==> src/rtl/instruction_prefetcher_pkg.sv <==
// Shared definitions for the instruction prefetcher: FSM state encoding,
// reset values of the code segment / instruction pointer and the
// segment:offset to physical address mapping.
package instruction_prefetcher_pkg;

   localparam logic [2:0] S_IDLE    = 3'd0;
   localparam logic [2:0] S_FETCH   = 3'd1;
   localparam logic [2:0] S_PUSH_LO = 3'd2;
   localparam logic [2:0] S_PUSH_HI = 3'd3;
   localparam logic [2:0] S_DRAIN   = 3'd4;

   typedef enum logic [2:0] {
      ST_IDLE    = S_IDLE,
      ST_FETCH   = S_FETCH,
      ST_PUSH_LO = S_PUSH_LO,
      ST_PUSH_HI = S_PUSH_HI,
      ST_DRAIN   = S_DRAIN
   } prefetch_state_e;

   localparam logic [15:0] RESET_CS = 16'hFFFF;
   localparam logic [15:0] RESET_IP = 16'h0000;

   // Real-mode style translation; the carry out of bit 19 is dropped.
   function automatic logic [19:0] seg_to_phys(input logic [15:0] cs, input logic [15:0] ip);
      return {cs, 4'h0} + {4'h0, ip};
   endfunction

   localparam logic [19:0] RESET_PHYS = seg_to_phys(RESET_CS, RESET_IP);

endpackage

==> src/rtl/prefetch_addr_gen.sv <==
// Physical fetch address generator: cs:ip -> 20-bit physical byte address.
module prefetch_addr_gen
   import instruction_prefetcher_pkg::*;
(
   input  logic [15:0] cs,
   input  logic [15:0] ip,
   output logic [19:0] phys_addr
);

   assign phys_addr = seg_to_phys(cs, ip);

endmodule

==> src/rtl/instruction_prefetcher.sv <==
// Instruction prefetcher: reads 16-bit words at cs:ip and pushes the
// instruction bytes into a byte FIFO, one byte per cycle at best.
// Optional feature: define PREFETCH_STALL_COUNT_EN to add the 16-bit
// stall_cycles output counting memory wait cycles.
module instruction_prefetcher
   import instruction_prefetcher_pkg::*;
(
   input  logic        clk,
   input  logic        reset,
   input  logic        load_new_ip,
   input  logic [15:0] new_cs,
   input  logic [15:0] new_ip,
   output logic        mem_access,
   input  logic        mem_ack,
   output logic [18:0] mem_address,
   input  logic [15:0] mem_data,
   output logic        fifo_wr_en,
   output logic [7:0]  fifo_wr_data,
   input  logic        fifo_full,
   output logic        fifo_reset
`ifdef PREFETCH_STALL_COUNT_EN
   ,
   output logic [15:0] stall_cycles
`endif
);

   prefetch_state_e state_reg, state_next;
   logic [15:0] cs_reg, ip_reg;
   logic [15:0] data_reg;
   logic [18:0] addr_reg;
   logic        fifo_reset_reg;
   logic [19:0] phys_addr;
   logic [7:0]  lane [2];

   prefetch_addr_gen u_addr_gen (
      .cs        (cs_reg),
      .ip        (ip_reg),
      .phys_addr (phys_addr)
   );

   // Byte lanes of the latched little-endian word.
   genvar gi;
   generate
      for (gi = 0; gi < 2; gi++) begin : g_lane
         assign lane[gi] = data_reg[8*gi +: 8];
      end
   endgenerate

   assign mem_access   = (state_reg == ST_FETCH) || (state_reg == ST_DRAIN);
   assign mem_address  = addr_reg;
   assign fifo_reset   = fifo_reset_reg;
   assign fifo_wr_data = (state_reg == ST_PUSH_HI) ? lane[1] : lane[0];
   // A redirect (this cycle or the flush cycle after it) never lets a stale byte through.
   assign fifo_wr_en   = ((state_reg == ST_PUSH_LO) || (state_reg == ST_PUSH_HI)) &&
                         !fifo_full && !load_new_ip && !fifo_reset_reg && !reset;

   // Next-state logic; a redirect wins over normal sequencing, but an
   // outstanding read must be drained before the bus is released.
   always_comb begin
      state_next = state_reg;
      if (load_new_ip) begin
         case (state_reg)
            ST_FETCH, ST_DRAIN: state_next = mem_ack ? ST_IDLE : ST_DRAIN;
            default:            state_next = ST_IDLE;
         endcase
      end else begin
         case (state_reg)
            ST_IDLE:    if (!fifo_full) state_next = ST_FETCH;
            ST_FETCH:   if (mem_ack) state_next = phys_addr[0] ? ST_PUSH_HI : ST_PUSH_LO;
            ST_PUSH_LO: if (!fifo_full) state_next = ST_PUSH_HI;
            ST_PUSH_HI: if (!fifo_full) state_next = ST_IDLE;
            ST_DRAIN:   if (mem_ack) state_next = ST_IDLE;
            default:    state_next = ST_IDLE;
         endcase
      end
   end

   // State, flush pulse and the word address frozen for the whole access.
   always_ff @(posedge clk) begin
      if (reset) begin
         state_reg      <= ST_IDLE;
         fifo_reset_reg <= 1'b0;
         addr_reg       <= RESET_PHYS[19:1];
      end else begin
         state_reg      <= state_next;
         fifo_reset_reg <= load_new_ip;
         if ((state_reg == ST_IDLE) && (state_next == ST_FETCH))
            addr_reg <= phys_addr[19:1];
      end
   end

   // Fetch pointer and read data; each pushed byte advances ip, wrapping within the segment.
   always_ff @(posedge clk) begin
      if (reset) begin
         cs_reg   <= RESET_CS;
         ip_reg   <= RESET_IP;
         data_reg <= 16'h0000;
      end else if (load_new_ip) begin
         cs_reg   <= new_cs;
         ip_reg   <= new_ip;
         data_reg <= 16'h0000;
      end else begin
         if (fifo_wr_en)
            ip_reg <= ip_reg + 16'd1;
         if ((state_reg == ST_FETCH) && mem_ack)
            data_reg <= mem_data;
      end
   end

`ifdef PREFETCH_STALL_COUNT_EN
   logic [15:0] stall_reg;

   // Saturating count of cycles spent waiting on the memory.
   always_ff @(posedge clk) begin
      if (reset || load_new_ip)
         stall_reg <= 16'h0000;
      else if (mem_access && !mem_ack && (stall_reg != 16'hFFFF))
         stall_reg <= stall_reg + 16'd1;
   end

   assign stall_cycles = stall_reg;
`endif

endmodule

==> config.mk <==
export PLATFORM = sky130hd
export DESIGN_NAME = instruction_prefetcher
export DESIGN_NICKNAME = d
export VERILOG_FILES = /design/src/rtl/instruction_prefetcher_pkg.sv /design/src/rtl/prefetch_addr_gen.sv /design/src/rtl/instruction_prefetcher.sv
export SDC_FILE = /design/constraint.sdc
export NUM_CORES = 1
export LEC_CHECK = 0
export ABC_AREA = 1
export CAP_MARGIN = 20
export CORE_ASPECT_RATIO = 0.7
export CORE_UTILIZATION = 50
export CTS_CLUSTER_SIZE = 12
export DETAILED_ROUTE_END_ITERATION = 7
export GPL_TIMING_DRIVEN = 1
export PLACE_DENSITY = 0.82
export REMOVE_ABC_BUFFERS = 1
export SYNTH_ARGS = -nofsm -noshare
export SYNTH_HDL_FRONTEND = slang
export SYNTH_HIERARCHICAL = 1
export SYNTH_SLANG_ARGS = --single-unit
==> constraint.sdc <==
create_clock -name clk -period 2 [get_ports clk]
set_input_delay 0.5 -clock clk [delete_from_list [all_inputs] [get_ports clk]]
set_output_delay 0.5 -clock clk [all_outputs]
set_load 0.01 [all_outputs]
# After elaboration in Yosys (flattened, before gate mapping)
# Index checks and enable logic that the tools add are counted.
[op_classes]
reduce_logical = 16
n_addsub = 2
mux = 13
n_eq_ne = 5
[op_table]
columns = ["operator", "count"]
rows = [
  ["two-way mux 16 bit", 2],
  ["two-way mux 3 bit", 8],
  ["adder 20 x 16 -> 20 bit", 1],
  ["adder 16 x 1 -> 16 bit, second input constant", 1],
  ["case mux 3 bit (5 select lines)", 1],
  ["two-way mux 8 bit", 1],
  ["== test 3 x 1 -> 1 bit, second input constant", 2],
  ["== test 3 x 2 -> 1 bit, second input constant", 2],
  ["logical AND 1 bit", 6],
  ["zero test 1 bit", 4],
  ["OR reduction 2 bit", 2],
  ["== test 3 bit, second input constant", 1],
  ["zero test 3 bit", 1],
  ["logical OR 1 bit", 2],
  ["nonzero test 2 bit", 1],
  ["two-way mux 1 bit", 1],
]
[totals]
out_inout_bits = 30
input_bits = 53
ff_bits = 71

# Logic depth before layout (Yosys ltp)
# Gate-level depths: netlist of the first run.
[depth]
ltp_word = 8
depth_mapped = 12

# By module
# The synthesis of the first run kept the hierarchy.
[modules_own_cells]
columns = ["mod", "cells_each", "instances", "seq_area_each_um2", "area_per_inst_um2"]
rows = [
  ["instruction_prefetcher", 470, 1, 1421.4, 3229.3],
  ["prefetch_addr_gen", 168, 1, 0.0, 862.1],
]

# Worst setup path after synthesis of the first run
# OpenSTA, ideal clock, no wires.
[synth_timing]
path_kind = "register -> register"
start = "reg ip_reg[4]"
end = "reg addr_reg[11], in the netlist mem_address[11]"
arrival_ns = 1.564
t_required_ns = 1.870
n_path_buf = 0
path_stages_with_launch = 11
setup_slack_ns = 0.306
cell_sequence = "dfxtp_1 -> ha_1 -> fa_1 -> nand2_1 -> nand2_1 -> and2_4 -> nand2_1 -> nand2_1 -> xor2_1 -> nand4_1 -> nand3_1"
[synth_between]
elab_chain_len = 1
[synth_lines]
columns = ["element", "line_no", "rtl"]
rows = [
  ["start, declared", "instruction_prefetcher.sv:28", "logic [15:0] cs_reg, ip_reg;"],
  ["start signal, assigned", "instruction_prefetcher.sv:100", "ip_reg <= new_ip;"],
  ["start signal, assigned", "instruction_prefetcher.sv:104", "ip_reg <= ip_reg + 16'd1;"],
  ["adder 20 x 16 -> 20 bit", "instruction_prefetcher_pkg.sv:25", "return {cs, 4'h0} + {4'h0, ip};"],
  ["via phys_addr[12]", "instruction_prefetcher.sv:32", "logic [19:0] phys_addr;"],
  ["end signal, assigned", "instruction_prefetcher.sv:83", "addr_reg <= RESET_PHYS[19:1];"],
  ["end signal, assigned", "instruction_prefetcher.sv:88", "addr_reg <= phys_addr[19:1];"],
  ["end, declared", "instruction_prefetcher.sv:30", "logic [18:0] addr_reg;"],
]
# The timed path passes the listed nets, and every way through them passes these cells.
# A chain may end at the register's enable or synchronous reset.

# Worst setup path in the final report of the first run
[layout_timing]
start = "reg state_reg[1]"
end = "out fifo_wr_data[1]"
[layout_between]
elab_chain_len = 2
[layout_lines]
columns = ["element", "line_no", "rtl"]
rows = [
  ["start, declared", "instruction_prefetcher.sv:27", "prefetch_state_e state_reg, state_next;"],
  ["start signal, assigned", "instruction_prefetcher.sv:85", "state_reg <= state_next;"],
  ["== test 3 x 2 -> 1 bit", "instruction_prefetcher.sv:52", "assign fifo_wr_data = (state_reg == ST_PUSH_HI) ? lane[1] : lane[0];"],
  ["two-way mux 8 bit", "instruction_prefetcher.sv:52", ""],
  ["end, declared", "instruction_prefetcher.sv:18", "output logic [7:0] fifo_wr_data,"],
]
# No other way between the ends.

==> results.toml, run 1 <==
[run_status]
status = "completed"

[die]
io_pins = 83
dieArea_um2 = 8550
fp.coreArea_um2 = 7910
die_x_um = 110
initial_utilization_pct = 51.8
rows = 27
chipHeight_um = 77.7

[routing]
vias = 4368
ant_nets = 0
wl_per_cell_um = 12.8
viasPerCell = 5.26
drc = 0
wl_um = 10700
dr.pass1.iters = 5
drt_iter0_markers = 279

[placed_design]
io_buffers = 82
gp_congestion = 0.878
dp.cells = 815
hpwl_um = 7830

[clock_tree]
clockBufferDepth = 2
clkTransAtPathRegs_ns = 0.06
worst_skew_pair.late_latency_ns = 0.33
h-tree-depth = 3
cts_buffers = 9
cts-root-buf = "clkbuf_16"
cts_setup_buffers = 0
postCtsHoldBufs = 0
cts_tree = "built"
cts.sinks = 71

[sta]
fin_crit_ns = 1.95
tightest_slew_ns = 0.388
fmax_mhz = 513
finalHoldViolations = 0
finalSetupViolations = 0
slew_violations = 0
clock_skew_ns = 0.00785
holdWs_ns = 0.449
relSlewSlack_pct = 74.1
rsz0062_at_grt = "false"
period_share_pct = 97.4

[hold_path]
hp-class = "register to register"

[setup_path]
path_cells = "nand2_2, nor2_4, clkinv_4, buf_4, nand2_1, nand2_1, clkdlybuf4s15_1"
reg2reg_depth = 12
worstSetupPathType = "register to primary output"
critical_path_required_ns = 1.50
worstPathMaxFanout = 7
cp_top_family = "buffers and inverters"
arrival_ns = 1.45
critPathCapture = "fifo_wr_data[1]"
r2r-end = "mem_address[17]"
crit_top_cell = "nand2_1"
worstReg2RegStart = "ip_reg[4]"
crit_path_end_kind = "primary output"
cp-start-kind = "register"
worst-path-stages = 7
crit_slowest_cell = "dfxtp_2"
slowest_delay_ns = 0.34
reg2reg_slack_ns = 0.19
critPathBufInv = 3
crit_start = "state_reg[1]"

[global_route]
grt_pass1_vias = 4192
antenna_found_initial = 0
grt_pass1_wl_um = 18100
grt-ovfl-total = 0
grt_start_max_net_pins = 34
grt_usage_pct = 26.7

[yosys]
synth_edf_count = 0
synthTopCellsByArea = "dfxtp_1 35%, nand2_1 20%, nand3_1 7.3%, inv_1 6.6%, nor2_1 5.3%"
yosysWarnings = 6
yosysTopAreaCell = "dfxtp_1"
postSynthCellCount = 638
yosysMostFrequentCell = "nand2_1"
syn_avg_cell_area_um2 = 6.41
netlist_area_um2 = 4090
yosys.cell_types.count = 35
synth-seq-cells = 71
synth_top_cells_by_count = "223 x nand2_1, 72 x inv_1, 71 x dfxtp_1, 60 x nand3_1, 58 x nor2_1"
ys_seq_area_share_pct = 34.7
synthFlopType = "dfxtp_1"
synth_top_area_share_pct = 34.7
synth-async-reset-ratio_pct = 0

[power]
p_per_area_nw_per_um2 = 771
pwr-share-comb_pct = 19.6
irDropWorstVdd_v = 0.000488
pwr-share-clk_pct = 42.7
p_switching_w = 0.00112
pwr-share-seq_pct = 37.7
leakage_nw = 2.56
switching_share_pct = 27.1
cellInternalPower_w = 0.00303

[run]
maxCapViolations = 0

[finish]
instances_no_fill = 831
nets = 792
antennaDiodeCount = 0
drive_above_1_share_pct = 9.45
area_growth_pct = 31.7
largest_reg_flops = 19
worst min path at each step:
stage,from,end,cells after the start
floorplan,data_reg[11],data_reg[11],2
global placement,data_reg[5],data_reg[5],2
detailed placement,data_reg[8],data_reg[8],2
CTS,data_reg[8],data_reg[8],2
global route,mem_address[11],mem_address[11],2
finish,data_reg[5],data_reg[5],2
cells in the final DEF (no fill, tap or decap), types with 3 or more instances in the layout:
cell / count
dlygate4sd2_1: 6
ha_1: 12
nand4_1: 22
a21oi_1: 23
inv_1: 72
nand2_2: 5
inv_2: 3
dfxtp_2: 3
nand3_1: 60
dfxtp_1: 68
clkbuf_16: 9
o21ai_0: 24
nor3_2: 3
clkbuf_2: 5
nor2_1: 56
clkdlybuf4s50_1: 70
xor2_1: 9
nand2_1: 222
buf_4: 20
layout make-up:
class,count,area [um2]
clock inverters,5,80.1
well taps,101,126
repair buffers,104,970
multi-input cells,463,2240
fillers,706,2520
clock buffers,11,253
flip-flops and latches,71,1430
inverters,76,290
per-stage QoR:
stage          utilization [%]  TNS [ns]  worst slack, ns  cell area [um2]  power [W]
2_1_floorplan                -         0            0.276             3940    0.00205
3_3_place_gp              64.0     -2.36           -0.287             5060    0.00237
3_5_place_dp              64.0     -4.55           -0.320             5060    0.00239
4_1_cts                   68.2   -0.0100          -0.0100             5390    0.00417
5_1_grt                   68.1         0          0.00323             5390    0.00435
6_report                  68.1         0           0.0521             5390    0.00415
cells by family (layout without fill, tap and decap cells):
| group | count (synthesis) | in the layout | synth area share [%] |
|---|---|---|---|
| AOI/OAI and AO/OA | 55 | 55 | 7.13 |
| xor gates and xnor gates | 10 | 10 | 2.14 |
| adders and majority gates | 14 | 14 | 4.46 |
| buffers and inverters | 104 | 196 | 10.8 |
| DFF | 71 | 71 | 34.7 |
| and+or+nand+nor | 384 | 384 | 40.8 |
what timing repair did:
action	CTS	global route
gates resized for setup	17	18
pin swaps	0	2
setup endpoints to repair	10	10
cloned	0	0
power groups by stage:
stage               Combinational (W)  Sequential [W]  Clock (W)
floorplan                    0.000457         0.00159          0
global placement             0.000780         0.00159          0
detailed placement           0.000801         0.00159          0
CTS                          0.000808         0.00156    0.00180
global route                 0.000915         0.00158    0.00186
finish                       0.000815         0.00156    0.00177
layer usage:
metal	GRT usage [%]	wire (um)
met2	43.8	4840
met5	0	0
met1	34.4	4810
met4	9.34	226
met3	6.05	784
worst reg2reg max path, stage by stage, from the launching register on:
cell      delay [ns]
dfxtp_2         0.35
ha_2            0.19
fa_2            0.35
nand2_1         0.09
nand2_1         0.08
nand3b_1        0.11
nand2_2         0.08
nand2_1         0.08
nand2_1         0.07
nand2_1         0.08
nand2_1         0.05
nand4_1         0.08
nand3_1         0.07
Note: power is estimated with default switching activity, not from simulation.
==> inputs of run 2 (changes only) <==
--- a/config.mk
+++ b/config.mk
@@ -8,13 +8,15 @@
 export ABC_AREA = 1
 export CAP_MARGIN = 20
 export CORE_ASPECT_RATIO = 0.7
-export CORE_UTILIZATION = 50
+export CORE_UTILIZATION = 52
 export CTS_CLUSTER_SIZE = 12
 export DETAILED_ROUTE_END_ITERATION = 7
 export GPL_TIMING_DRIVEN = 1
-export PLACE_DENSITY = 0.82
+export HOLD_SLACK_MARGIN = 0.05
+export PLACE_DENSITY = 0.85
 export REMOVE_ABC_BUFFERS = 1
 export SYNTH_ARGS = -nofsm -noshare
 export SYNTH_HDL_FRONTEND = slang
 export SYNTH_HIERARCHICAL = 1
 export SYNTH_SLANG_ARGS = --single-unit
+export TNS_END_PERCENT = 5
==> results.toml, run 2 (same netlist as run 1, synthesis figures left out) <==
[run_status]
status = "completed"

[finish]
area_growth_pct = 28.8
seq_area_um2 = 1430
final_common_cell = "nand2_1"
drive_above_1_share_pct = 8.10
antennaDiodeCount = 0
final_util_pct = 70.7
layout_common_cells = "222 x nand2_1, 72 x inv_1, 70 x clkdlybuf4s50_1"
nets = 790
finish.instance_area_um2 = 5270
multi_input_area_um2 = 2240
instances_no_fill = 826
fill_cells = 660
largest_reg_flops = 19

[routing]
vias = 4307
dr.pass1.iters = 7
drc = 0
wl_per_cell_um = 12.4
wl_um = 10200
drt_iter0_markers = 385
viasPerCell = 5.21
ant_nets = 0

[power]
leakage_nw = 2.53
p_total_w = 0.00352
p_per_area_nw_per_um2 = 667
irDropWorstVdd_v = 0.000465

[setup_path]
cp-start-kind = "register"
slowest_delay_ns = 0.34
crit_top_cell = "inv_1"
arrival_ns = 1.50
critical_path_required_ns = 1.50
path_cells = "buf_4, inv_1, nand2_1, nor2_2, nor2_1, inv_1, dlygate4sd2_1"
crit_path_end_kind = "primary output"
r2r-end = "mem_address[15]"
reg2reg_slack_ns = 0.20
worstPathMaxFanout = 3
critPathCapture = "mem_access"
worstSetupPathType = "register to primary output"
crit_start = "state_reg[1]"
worstReg2RegStart = "ip_reg[4]"
reg2reg_depth = 11
crit_slowest_cell = "dfxtp_2"

[clock_tree]
cts_tree = "built"
h-tree-depth = 3
cts_setup_buffers = 0
postCtsHoldBufs = 0
cts_buffers = 9
cts-root-buf = "clkbuf_8"
cts.sinks = 71
clkTransAtPathRegs_ns = 0.07
clockBufferDepth = 2
worst_skew_pair.late_latency_ns = 0.36

[die]
rows = 26
fp.coreArea_um2 = 7450
io_pins = 83
chipHeight_um = 76.2
dieArea_um2 = 8230
initial_utilization_pct = 54.9
die_x_um = 108

[sta]
slew_violations = 0
rsz0062_at_grt = "true"
relSlewSlack_pct = 70.7
finalHoldViolations = 0
period_share_pct = 99.9
tightest_slew_ns = 0.439
finalSetupViolations = 0
fmax_mhz = 501
fin_crit_ns = 2.00
clock_skew_ns = 0.00779

[global_route]
antenna_found_initial = 0
grt_usage_pct = 27.2
grt-ovfl-total = 0
grt_start_max_net_pins = 40
grt_pass1_wl_um = 17800
grt_pass1_vias = 4021

[hold_path]
hp-class = "register to register"

[placed_design]
placed_area_um2 = 5070
hpwl_um = 7630
gp_congestion = 0.893
io_buffers = 82
dp.cells = 810

[run]
maxCapViolations = 0
==> run 2: cell count changes in the layout (fill, tap and decap cells not counted), moves of 3 or more <==
cell	previous run	this run
clkbuf_16	9	0
clkbuf_8	2	10
clkbuf_2	5	0
buf_4	20	16
dlygate4sd2_1	6	9
==> run 2: layer usage <==
layer,GRT usage [%],vias to the layer above,part of all wire [%]
met5,0,-,0
met4,9.18,0,1.3
met3,6.42,13,6.8
met2,42.9,158,45
met1,36.2,1951,47
li1,-,2185,-
==> run 2: worst min path at each step <==
stage	slack, ns	end	start	cells past startpoint
global route	0.48	data_reg[8]	data_reg[8]	2
finish	0.45	data_reg[5]	data_reg[5]	2
floorplan	0.42	data_reg[11]	data_reg[11]	2
CTS	0.46	data_reg[5]	data_reg[5]	2
global placement	0.43	data_reg[5]	data_reg[5]	2
detailed placement	0.44	mem_address[18]	mem_address[18]	2
==> run 2: worst max-delay path, delay by kind of cell (launching register included) <==
family / cells / cell delay [ns]
buffers and inverters: 4 / 0.50
DFF: 1 / 0.34
and+or+nand+nor: 3 / 0.29
==> run 2: repair_timing <==
action	CTS	global route
gates resized for setup	16	9
hold endpoints to repair	0	0
setup endpoints to repair	10	14
pin swaps	1	0
==> run 2: report_power, final <==
| group | switching (W) | internal, W | total, W |
|---|---|---|---|
| Clock | 0.000537 | 0.000605 | 0.00114 |
| Sequential | 0.0000659 | 0.00150 | 0.00156 |
| Combinational | 0.000433 | 0.000380 | 0.000812 |
==> run 2: metrics by stage <==
stage	TNS [ns]	hold slack (ns)	setup WS (ns)
5_1_grt	-0.260	0.481	-0.102
3_3_place_gp	-3.13	0.432	-0.285
6_report	0	0.452	0.00289
2_1_floorplan	0	0.424	0.276
4_1_cts	-0.392	0.455	-0.215
3_5_place_dp	-3.68	0.444	-0.294
==> run 2: area by class of cell <==
type,count,share of cell area [%]
clock inverter,4,0.855
multi-input combinational,463,42.5
timing repair buffer,102,19.0
tap,98,2.33
inverter,76,5.46
sequential,71,27.0
clock buffer,12,2.75
